**config.mk**
```make
export PLATFORM = sky130hd
export DESIGN_NAME = serial_alu_seq
export DESIGN_NICKNAME = d
export VERILOG_FILES = /design/src/rtl/serial_alu_seq_pkg.sv /design/src/rtl/mux1bit4to1.sv /design/src/rtl/serial_alu_seq.sv
export SDC_FILE = /design/constraint.sdc
export NUM_CORES = 1
export LEC_CHECK = 0
export CAP_MARGIN = 20
export CORE_UTILIZATION = 55
export CTS_CLUSTER_DIAMETER = 40
export DETAILED_ROUTE_END_ITERATION = 16
export PLACE_DENSITY_LB_ADDON = 0.15
export SETUP_SLACK_MARGIN = 0.5
export SKIP_CTS_REPAIR_TIMING = 1
export SLEW_MARGIN = 5
export SYNTH_ARGS = -nofsm -noshare
export SYNTH_HDL_FRONTEND = slang
export SYNTH_SLANG_ARGS = --single-unit
```
**constraint.sdc**
```tcl
create_clock -name clk -period 3.3 [get_ports clk]
set_input_delay 0.33 -clock clk [delete_from_list [all_inputs] [get_ports clk]]
set_output_delay 0.33 -clock clk [all_outputs]
set_load 0.01 [all_outputs]
```
**src/rtl/serial_alu_seq_pkg.sv**
```systemverilog
// rtl/serial_alu_seq_pkg.sv - shared opcode/state constants and carry helper for serial_alu_seq
package serial_alu_seq_pkg;

   // Opcode encoding {op2,op1}; op2 selects arithmetic, op1 selects OR/SUB.
   localparam logic [1:0] OP_AND = 2'b00;
   localparam logic [1:0] OP_OR  = 2'b01;
   localparam logic [1:0] OP_ADD = 2'b10;
   localparam logic [1:0] OP_SUB = 2'b11;

   typedef enum logic [1:0] {
      ST_IDLE   = 2'b00,
      ST_RUN    = 2'b01,
      ST_FINISH = 2'b10
   } state_e;

   // Full-adder carry: majority of three bits.
   function automatic logic maj3(input logic x, input logic y, input logic z);
      return (x & y) | (x & z) | (y & z);
   endfunction

endpackage

```
**src/rtl/mux1bit4to1.sv**
```systemverilog
// rtl/mux1bit4to1.sv - 1-bit 4:1 mux selected by {op2,op1}
module mux1bit4to1 (
   input  logic a_i,
   input  logic b_i,
   input  logic c_i,
   input  logic d_i,
   input  logic op1_i,
   input  logic op2_i,
   output logic y_o
);

   // Select a/b/c/d for {op2,op1} = 00/01/10/11.
   always_comb begin
      y_o = a_i;
      case ({op2_i, op1_i})
         2'b00:   y_o = a_i;
         2'b01:   y_o = b_i;
         2'b10:   y_o = c_i;
         default: y_o = d_i;
      endcase
   end

endmodule

```
**src/rtl/serial_alu_seq.sv**
```systemverilog
// rtl/serial_alu_seq.sv - bit-serial AND/OR/ADD/SUB unit; SERIAL_ALU_OVF_EN adds the overflow output
module serial_alu_seq
   import serial_alu_seq_pkg::*;
#(
   parameter int WIDTH = 8
) (
   input  logic             clk,
   input  logic             rst_n,
   input  logic             start,
   input  logic [1:0]       opcode,
   input  logic [WIDTH-1:0] opa,
   input  logic [WIDTH-1:0] opb,
   output logic             busy,
   output logic             done,
   output logic [WIDTH-1:0] result,
   output logic             carry_out,
`ifdef SERIAL_ALU_OVF_EN
   output logic             overflow,
`endif
   output logic             zero
);

   localparam int            CW       = $clog2(WIDTH + 1);
   // Counter value once every bit has been processed; that RUN cycle publishes the result.
   localparam logic [CW-1:0] LAST     = CW'(WIDTH);
   localparam logic [CW-1:0] LAST_BIT = CW'(WIDTH - 1);

   state_e           state_q, state_d;
   logic [CW-1:0]    cnt_q, cnt_d;
   logic [WIDTH-1:0] a_q, a_d;
   logic [WIDTH-1:0] b_q, b_d;
   logic [1:0]       op_q, op_d;
   logic             cy_q, cy_d;
   logic [WIDTH-1:0] sh_q, sh_d;
   logic [WIDTH-1:0] result_q, result_d;
   logic             carry_q, carry_d;
   logic             zero_q, zero_d;
`ifdef SERIAL_ALU_OVF_EN
   logic             msb_cy_q, msb_cy_d;
   logic             ovf_q, ovf_d;
`endif

   logic bit_a, bit_b, b_eff, cy_next, sel_bit, arith;

   assign bit_a   = a_q[0];
   assign bit_b   = b_q[0];
   // SUB adds the inverted subtrahend; op1 distinguishes SUB from ADD.
   assign b_eff   = bit_b ^ op_q[0];
   assign cy_next = maj3(bit_a, b_eff, cy_q);
   assign arith   = op_q[1];

   mux1bit4to1 u_mux (
      .a_i   (bit_a & bit_b),
      .b_i   (bit_a | bit_b),
      .c_i   (bit_a ^ bit_b ^ cy_q),
      .d_i   (bit_a ^ ~bit_b ^ cy_q),
      .op1_i (op_q[0]),
      .op2_i (op_q[1]),
      .y_o   (sel_bit)
   );

   // Next-state and datapath update: load on accepted start, shift per bit, publish at the end.
   always_comb begin
      state_d  = state_q;
      cnt_d    = cnt_q;
      a_d      = a_q;
      b_d      = b_q;
      op_d     = op_q;
      cy_d     = cy_q;
      sh_d     = sh_q;
      result_d = result_q;
      carry_d  = carry_q;
      zero_d   = zero_q;
`ifdef SERIAL_ALU_OVF_EN
      msb_cy_d = msb_cy_q;
      ovf_d    = ovf_q;
`endif
      case (state_q)
         ST_IDLE: begin
            if (start) begin
               state_d = ST_RUN;
               cnt_d   = '0;
               a_d     = opa;
               b_d     = opb;
               op_d    = opcode;
               cy_d    = (opcode == OP_SUB);
               sh_d    = '0;
            end
         end
         ST_RUN: begin
            if (cnt_q == LAST) begin
               state_d  = ST_FINISH;
               result_d = sh_q;
               zero_d   = (sh_q == '0);
               carry_d  = arith & cy_q;
`ifdef SERIAL_ALU_OVF_EN
               ovf_d    = arith & (msb_cy_q ^ cy_q);
`endif
            end else begin
               sh_d  = {sel_bit, sh_q[WIDTH-1:1]};
               a_d   = a_q >> 1;
               b_d   = b_q >> 1;
               cy_d  = cy_next;
               cnt_d = cnt_q + CW'(1);
`ifdef SERIAL_ALU_OVF_EN
               // Remember the carry into the MSB for the signed-overflow test.
               if (cnt_q == LAST_BIT) begin
                  msb_cy_d = cy_q;
               end
`endif
            end
         end
         ST_FINISH: begin
            state_d = ST_IDLE;
         end
         default: begin
            state_d = ST_IDLE;
         end
      endcase
   end

   // State and datapath registers, cleared asynchronously.
   always_ff @(posedge clk or negedge rst_n) begin
      if (!rst_n) begin
         state_q  <= ST_IDLE;
         cnt_q    <= '0;
         a_q      <= '0;
         b_q      <= '0;
         op_q     <= '0;
         cy_q     <= 1'b0;
         sh_q     <= '0;
         result_q <= '0;
         carry_q  <= 1'b0;
         zero_q   <= 1'b0;
`ifdef SERIAL_ALU_OVF_EN
         msb_cy_q <= 1'b0;
         ovf_q    <= 1'b0;
`endif
      end else begin
         state_q  <= state_d;
         cnt_q    <= cnt_d;
         a_q      <= a_d;
         b_q      <= b_d;
         op_q     <= op_d;
         cy_q     <= cy_d;
         sh_q     <= sh_d;
         result_q <= result_d;
         carry_q  <= carry_d;
         zero_q   <= zero_d;
`ifdef SERIAL_ALU_OVF_EN
         msb_cy_q <= msb_cy_d;
         ovf_q    <= ovf_d;
`endif
      end
   end

   assign busy      = (state_q != ST_IDLE);
   assign done      = (state_q == ST_FINISH);
   assign result    = result_q;
   assign carry_out = carry_q;
   assign zero      = zero_q;
`ifdef SERIAL_ALU_OVF_EN
   assign overflow  = ovf_q;
`endif

endmodule

```
# [Yosys cells after proc, flatten, opt, wreduce, memory -nomap -nowiden]
# Index checks and enable logic that the tools add are counted.
# Widths: inputs -> output; s select.
[op_classes] n_shift=0 n_addsub=1 multipliers=0 muxes=19 bitwise=14 div_mod_pow=0 reduce_logical=9 magnitude_cmp=0 n_eq_ne=9
[ops] op="$mux 8" n=6
[ops] op="$pmux 8 s2" n=3
[ops] op="$logic_not 8->1" n=1
[ops] op="$mux 4" n=2
[ops] op="$pmux 4 s2" n=1
[ops] op="$eq 2x2->1 const B" n=3
[ops] op="$ne 2x2->1 const B" n=3
[ops] op="$reduce_and 2->1" n=3
[ops] op="$and 1x1->1" n=5
[ops] op="$xor 1x1->1" n=5
[ops] op="$add 4x1->4 const B" n=1
[ops] op="$eq 2x1->1 const B" n=2
[ops] op="$eq 4x4->1 const B" n=1
[ops] op="$logic_not 2->1" n=2
[ops] op="$mux 2" n=2
[ops] op="$pmux 2 s2" n=1
[ops] op="$reduce_bool 2->1" n=2
[ops] op="$or 1x1->1" n=3
[ops] op="$pmux 1 s3" n=1
[ops] op="$reduce_and 3->1" n=1
[ops] op="$mux 1" n=2
[ops] op="$pmux 1 s2" n=1
[ops] op="$not 1->1" n=1
[word_totals] mem_count=0 latchBits=0 regBits=43 romBits=0 out_inout_bits=12 inputBits=21 ramBits=0

# [Depth between registers and ports, before layout]
# Gate-level depths: netlist of run 1.
[logic_depth] word_depth=6 depth_mapped=8

# [Modules after synthesis]
# A second synthesis of run 1 with hierarchy kept.
[hier_totals] hier_cells=176 area_unflattened_um2=1891.8
[modules_own_cells] mod="serial_alu_seq" n_inst=1 cells_each=175 area_each_um2=1869.3
[modules_own_cells] mod="mux1bit4to1" n_inst=1 cells_each=1 area_each_um2=22.5

# [Worst setup path before layout of run 1]
# OpenSTA, ideal clock, no wires.
[synth_timing] path_kind="flip-flop to flip-flop" startpoint="register cnt_q[0]" endpoint="register cy_q" path_stages_with_launch=9 setup_time_ns=0.129 n_path_buf=2 t_arrival_ns=1.554 synth_period_minus_slack_ns=1.683 path_slack_ns=1.617 required_time_ns=3.171 cell_sequence="dfrtp_1 > inv_1 > ha_1 > and4b_1 > or3_1 > buf_4 > buf_6 > nand2_1 > nand3_1"
[synth_via] elab_chain_len=3
[synth_rtl] item="start, declared" line_no="serial_alu_seq.sv:29" text="logic [CW-1:0] cnt_q, cnt_d;"
[synth_rtl] item="start signal, assigned" line_no="serial_alu_seq.sv:141" text="cnt_q <= cnt_d;"
[synth_rtl] item="$eq 4x4->1" line_no="serial_alu_seq.sv:91" text="if (cnt_q == LAST) begin"
[synth_rtl] item="$ne 2x2->1 (no line)"
[synth_rtl] item="$reduce_and 3->1 (no line)"
[synth_rtl] item="end signal, assigned" line_no="serial_alu_seq.sv:145" text="cy_q <= cy_d;"
[synth_rtl] item="end, declared" line_no="serial_alu_seq.sv:33" text="logic cy_q, cy_d;"
# No other way between the ends.
# A chain may end at the register's enable or synchronous reset.

# [Final worst setup path of run 1]
[layout_timing] startpoint="register cnt_q[0]" endpoint="register result_q[5] (netlist: result[5])"
[layout_via] elab_chain_len=2
[layout_rtl] item="$eq 4x4->1" line_no="serial_alu_seq.sv:91"
[layout_rtl] item="$reduce_and 2->1 (no line)"
[layout_rtl] item="end signal, assigned" line_no="serial_alu_seq.sv:147" text="result_q <= result_d;"
[layout_rtl] item="end, declared" line_no="serial_alu_seq.sv:35" text="logic [WIDTH-1:0] result_q, result_d;"
# No other way between the ends.

==> results of run 1 <==
## logic make-up (layout without fill, tap and decap cells)
kind of cell	Yosys count	after routing	share of synthesized area
DFF	43	43	0.574
AOI/OAI and AO/OA	36	36	0.126
and+or+nand+nor	36	36	0.0961
muxes	23	23	0.129
buffers and inverters	15	49	0.0427
xor gates and xnor gates	4	4	0.0187
adders and majority gates	2	2	0.0133
## registers in the layout, summed over array words and instances, names as in the netlist
name / flops
result: 8
a_q: 8
sh_q: 8
cy_q: 1
carry_out: 1
cnt_q: 4
op_q: 2
b_q: 8
zero: 1
state_q: 2
## metrics by stage
stage	hold WS (ns)	worst slack, ns	cell area [µm²]	std cells	total power [mW]
after floorplan	0.0344	1.62	1880	159	1.50
after global placement	0.468	1.14	2200	228	1.69
after detailed placement	0.478	1.07	2200	228	1.75
after CTS	0.115	1.08	2260	236	2.00
after global routing	0.131	1.10	2280	237	2.15
final	0.0845	1.28	2280	237	2.01
## routing by layer
metal / vias up / wire length (µm)
li1: 628 / -
met1: 635 / 1530
met2: 31 / 1690
met3: 8 / 139
met4: 0 / 68
met5: - / 0
## how the worst max path moves through the flow
| stage | slack [ns] | depth (start not counted) | end |
|---|---|---|---|
| 3_5_place_dp | 1.07 | 6 | cy_q$_DFFE_PN0P_ |
| 2_1_floorplan | 1.62 | 8 | cy_q$_DFFE_PN0P_ |
| 3_3_place_gp | 1.14 | 4 | sh_q[7]$_DFFE_PN0P_ |
| 6_report | 1.28 | 5 | result[5]$_DFFE_PN0P_ |
| 5_1_grt | 1.10 | 5 | result[6]$_DFFE_PN0P_ |
| 4_1_cts | 1.08 | 7 | cy_q$_DFFE_PN0P_ |
## report_power, final
part	switching, mW	internal (mW)
logic	0.404	0.448
clock network	0.176	0.0814
registers	0.165	0.740
total	0.745	1.27
## cells in the mapped netlist (2+ instances only)
cell type and number:
sky130_fd_sc_hd__dfrtp_1 43, sky130_fd_sc_hd__inv_1 6, sky130_fd_sc_hd__nand2_1 17, sky130_fd_sc_hd__nor4_1 2
sky130_fd_sc_hd__nand3_1 3, sky130_fd_sc_hd__a22o_1 10, sky130_fd_sc_hd__o21ai_0 5, sky130_fd_sc_hd__mux2_2 10
sky130_fd_sc_hd__o21ai_1 13, sky130_fd_sc_hd__buf_2 4, sky130_fd_sc_hd__nor2_1 4, sky130_fd_sc_hd__xor2_1 3
sky130_fd_sc_hd__a21oi_1 2, sky130_fd_sc_hd__buf_6 2, sky130_fd_sc_hd__ha_1 2, sky130_fd_sc_hd__mux2i_1 13
sky130_fd_sc_hd__nor2b_1 2
## worst max-delay path, delay by kind of cell (launching register included)
| family | cells | cell delay [ns] |
|---|---|---|
| buf+inv | 1 | 0.08 |
| fa+ha+maj | 1 | 0.15 |
| mux | 1 | 0.42 |
| simple gates | 2 | 0.83 |
| flops | 1 | 0.45 |
## cell type report
class | instances | area share
Clock inverter | 3 | 0.00876
Clock buffer | 5 | 0.0164
Multi-Input combinational cell | 101 | 0.316
Timing Repair Buffer | 34 | 0.152
Tap cell | 44 | 0.0241
Inverter | 7 | 0.0115
Sequential cell | 43 | 0.471
==> results.toml, run 1 <==
[status]
run_status = "completed"

[drt]
detail_route.wl_per_cell_um = 14.5
drt-pass1-iter-count = 4
route.detailed.drc = 0
vias = 1302
drt_iter0_markers = 49
ant_nets = 0
post_drt_via_cell_ratio = 5.49
finalWirelength_mm = 3.43

[grt]
globalRouteMet1Util = 0.240
grt_pass1_wl_mm = 5.46
globalRoute.totalOverflow = 0
grt_antenna_before_repair = 0
grtUsageMet2 = 0.364
grt_max_degree = 44
grt_busiest_layer = "met2"
vias_in_the_first_global_route = 1246
grt_use_total = 0.211
grt_util_met3 = 0.0490

[yosys]
synth.top_cell.area_share = 0.574
distinct_cell_type_count_of_the_synthesized_netlist = 35
count_of_flip_flops_with_a_built_in_enable_after_synthesis = 0
mappedNetlistArea_mm2 = 0.00188
synthTopCellsByArea = "sky130_fd_sc_hd__dfrtp_1 57%, sky130_fd_sc_hd__mux2i_1 6.9%, sky130_fd_sc_hd__mux2_2 6.0%, sky130_fd_sc_hd__a22o_1 4.7%, sky130_fd_sc_hd__o21ai_1 3.5%"
mean_cell_area_of_the_mapped_netlist_um2 = 11.8
postSynthCellCount = 159
synth-main-ff-cell = "sky130_fd_sc_hd__dfrtp_1"
synth.ff_latch_count = 43
seq_area_frac_synth = 0.574
mappedNetlistNets = 182
async_reset_ff_frac = 1.00
synth_top_area_cell = "sky130_fd_sc_hd__dfrtp_1"
yosysWarnings = 0

[critical_path]
cp_slowest_stage_delay_ns = 0.75
worst-r2r-cell-count = 5
worstSetupEndpointType = "flip-flop"
worst_setup_path_start_kind = "flip-flop"
worst_ep_required_time_ns = 3.56
timing.rr.end = "result[5]$_DFFE_PN0P_"
timing.setup.critical_path_class = "reg2reg"
reg2reg_from = "cnt_q[0]$_DFFE_PN0P_"
cp_cell_sequence = "inv_1, ha_1, nand2_1, nor3b_2, mux2_2"
startpoint = "cnt_q[0]$_DFFE_PN0P_"
cp.arrival_ns = 2.28
rrSetupSlack_ns = 1.28
cp_slowest_cell = "sky130_fd_sc_hd__nor3b_2"
worstPathMaxFanout = 13

[layout]
nets = 215
drive_above_1_share = 0.140
antenna-diode-count = 0
fillers = 250
layout.area.seq_mm2 = 0.00108
multi_input_comb_area_um2 = 722
layout_common_cells = "43 x sky130_fd_sc_hd__dfrtp_1, 31 x sky130_fd_sc_hd__clkdlybuf4s50_1, 17 x sky130_fd_sc_hd__nand2_1"
final_common_cell = "sky130_fd_sc_hd__dfrtp_1"
syn_to_final_growth_pct = 21.8
finalCoreUtilization = 0.725

[sta]
finalSetupViolations = 0
final_hold_viol_count = 0
final_max_slew_viol_count = 0
max_slew.worst_pin.slew_ns = 0.901
max-slew-margin-rel = 0.399
max_clock_freq_mhz = 496
layout_min_cycle_time_ns = 2.02
finalCritPeriodShare = 0.611
grt_setup_unrepaired = "no"
timing.setup.tns_ns = 0
fin_skew_ns = 0.00751

[power]
leakagePower_nw = 1.06
vdd_drop_max_v = 0.000406
powerDensity_mw_per_mm2 = 882

[cts]
cts_num_sinks = 43
clk_pin_slew_worst_paths_ns = 0.13
tritoncts = "yes"
cts_buffer_count = 5
clock_buffer_depth = 2
htreeDepth = 2
cell_at_the_root_of_the_clock_tree = "sky130_fd_sc_hd__clkbuf_4"
insertion_delay_ns = 0.36

[worst_hold_path]
timing.hold.worst.class = "in2async"

[floorplan]
initial_core_util = 0.595
row_count = 20
core_region_area_mm2 = 0.00315
pin_count = 33
die_span_x_um = 60.4
die_area_mm2 = 0.00365
die_h_um = 60.4

[flow_run]
max-cap-violations = 0

[placement]
routabilityCongestion = 0.774
port_buffers = 32
dp.final_hpwl_mm = 2.33
Power figures use the tool's default switching activity.
==> inputs of run 2 (changes only) <==
Settings changed: CORE_UTILIZATION 55 to 51.
Clock period 3.3 ns to 2.03 ns, I/O delays scaled along.
==> run 2 against run 1 <==
Design area is 7.6% higher; register-to-register slack got worse by 0.91 ns; setup slack lost 0.91 ns; global-route usage down 1.0 points; non-clock buffer count is 8 higher; die area up 7.6%; largest cell class unchanged; critical path depth rose by 1; power grew 85%; clock skew about the same; first-iteration DRC count grew to 2.7 times the previous value; sequential power is 62% higher; fmax is 22% higher; highest routed layer unchanged.
==> results.toml, run 2 (synthesized netlist as in run 1, its figures left out) <==
[drt]
drt-pass1-iter-count = 4
detail_route.wl_per_cell_um = 15.8
vias = 1413
post_drt_via_cell_ratio = 5.65
ant_nets = 0
route.detailed.drc = 0
drt_iter0_markers = 130
finalWirelength_mm = 3.95

[cts]
tritoncts = "yes"
clk_pin_slew_worst_paths_ns = 0.08
htreeDepth = 2
insertion_delay_ns = 0.29
cts_buffer_count = 5
clock_buffer_depth = 2
cell_at_the_root_of_the_clock_tree = "sky130_fd_sc_hd__clkbuf_8"
cts_num_sinks = 43

[grt]
grt_max_degree = 39
grt_pass1_wl_mm = 6.15
grt_use_total = 0.201
globalRoute.totalOverflow = 0
vias_in_the_first_global_route = 1395
grt_antenna_before_repair = 0

[power]
netSwitchingFraction = 0.346
leakagePower_nw = 1.16
total_power_consumption_of_the_routed_design_mw = 3.72
power.internal_mw = 2.43
netSwitchingPower_mw = 1.29
power.share.sequential = 0.396
vdd_drop_max_v = 0.000731
clockPowerShare = 0.183
powerDensity_mw_per_mm2 = 1510
power.combinational.fraction = 0.422

[floorplan]
core_region_area_mm2 = 0.00344
initial_core_util = 0.545
die_h_um = 62.6
row_count = 21
die_span_x_um = 62.6
pin_count = 33
die_area_mm2 = 0.00392

[layout]
finalNonFillerCells = 250
drive_above_1_share = 0.206
final_common_cell = "sky130_fd_sc_hd__dfrtp_1"
nets = 226
finalCoreUtilization = 0.714
syn_to_final_growth_pct = 31.1
fillers = 248
layout_common_cells = "42 x sky130_fd_sc_hd__dfrtp_1, 29 x sky130_fd_sc_hd__clkdlybuf4s50_1, 17 x sky130_fd_sc_hd__nand2_1"
antenna-diode-count = 0
postLayoutCellArea_mm2 = 0.00246

[sta]
hold_slack_ns = 0.376
max-slew-margin-rel = 0.704
final_hold_viol_count = 0
fin_skew_ns = 0.00743
post-route-worst-setup-slack_ns = 0.372
max_slew.worst_pin.slew_ns = 0.445
final_max_slew_viol_count = 0
finalSetupViolations = 0
finalCritPeriodShare = 0.817
layout_min_cycle_time_ns = 1.66
grt_setup_unrepaired = "yes"
max_clock_freq_mhz = 603
timing.setup.tns_ns = 0

[placement]
detailed_place.area_mm2 = 0.00223
dp.final_hpwl_mm = 2.45
detailedPlace.worstSlack_ns = 0.301
post-place-cells = 233
routabilityCongestion = 0.806
port_buffers = 32

[critical_path]
timing.setup.critical_path_class = "reg2reg"
worst_setup_path_start_kind = "flip-flop"
worst_ep_required_time_ns = 2.20
worstSetupEndpointType = "flip-flop"
worstPathMaxFanout = 11
worst-r2r-cell-count = 6
startpoint = "cnt_q[1]$_DFFE_PN0P_"
reg2reg_from = "cnt_q[1]$_DFFE_PN0P_"
cp.arrival_ns = 1.83

[flow_run]
max-cap-violations = 0

[worst_hold_path]
timing.hold.worst.class = "in2async"

[status]
run_status = "completed"
[run 2: cell type report]
cell class              instances  area (µm²)  area share
clock inverters                 2        35.0      0.0142
clock buffers                   6        82.6      0.0336
inverters                       7        26.3      0.0107
multi-input cells             104         777       0.316
repair buffers                 42         403       0.164
flip-flops and latches         43        1080       0.438
well taps                      46        57.6      0.0234
[run 2: power by group through the flow]
| stage | combinational, mW | sequential, mW | clock, mW |
|---|---|---|---|
| floorplan | 1.01 | 1.46 | 0 |
| detailed placement | 1.40 | 1.48 | 0 |
| global placement | 1.33 | 1.46 | 0 |
| finish | 1.57 | 1.47 | 0.679 |
| CTS | 1.40 | 1.47 | 0.693 |
| global route | 1.72 | 1.52 | 0.725 |
[run 2: routing by layer]
layer | routed length (µm) | up-vias | global-route usage
met1 | 1740 | 700 | 0.244
li1 | - | 654 | -
met3 | 167 | 11 | 0.0420
met5 | 0 | - | 0
met4 | 69 | 0 | 0.0843
met2 | 1970 | 48 | 0.346
[run 2: path summary, 6_finish.rpt]
path | slack (ns) | end
max | 0.37 | result[1]$_DFFE_PN0P_
min | 0.38 | a_q[2]$_DFFE_PN0P_
max reg2reg | 0.37 | result[1]$_DFFE_PN0P_
min reg2reg | 0.50 | a_q[3]$_DFFE_PN0P_
max in group asynchronous | 0.98 | result[1]$_DFFE_PN0P_
min in group clk | 0.50 | a_q[3]$_DFFE_PN0P_
[run 2: worst max-delay path: stages (launching register included)]
cell	delay [ns]
sky130_fd_sc_hd__dfrtp_1	0.39
sky130_fd_sc_hd__inv_1	0.10
sky130_fd_sc_hd__ha_2	0.18
sky130_fd_sc_hd__nand2_1	0.09
sky130_fd_sc_hd__nor3b_2	0.24
sky130_fd_sc_hd__buf_6	0.19
sky130_fd_sc_hd__mux2_2	0.35
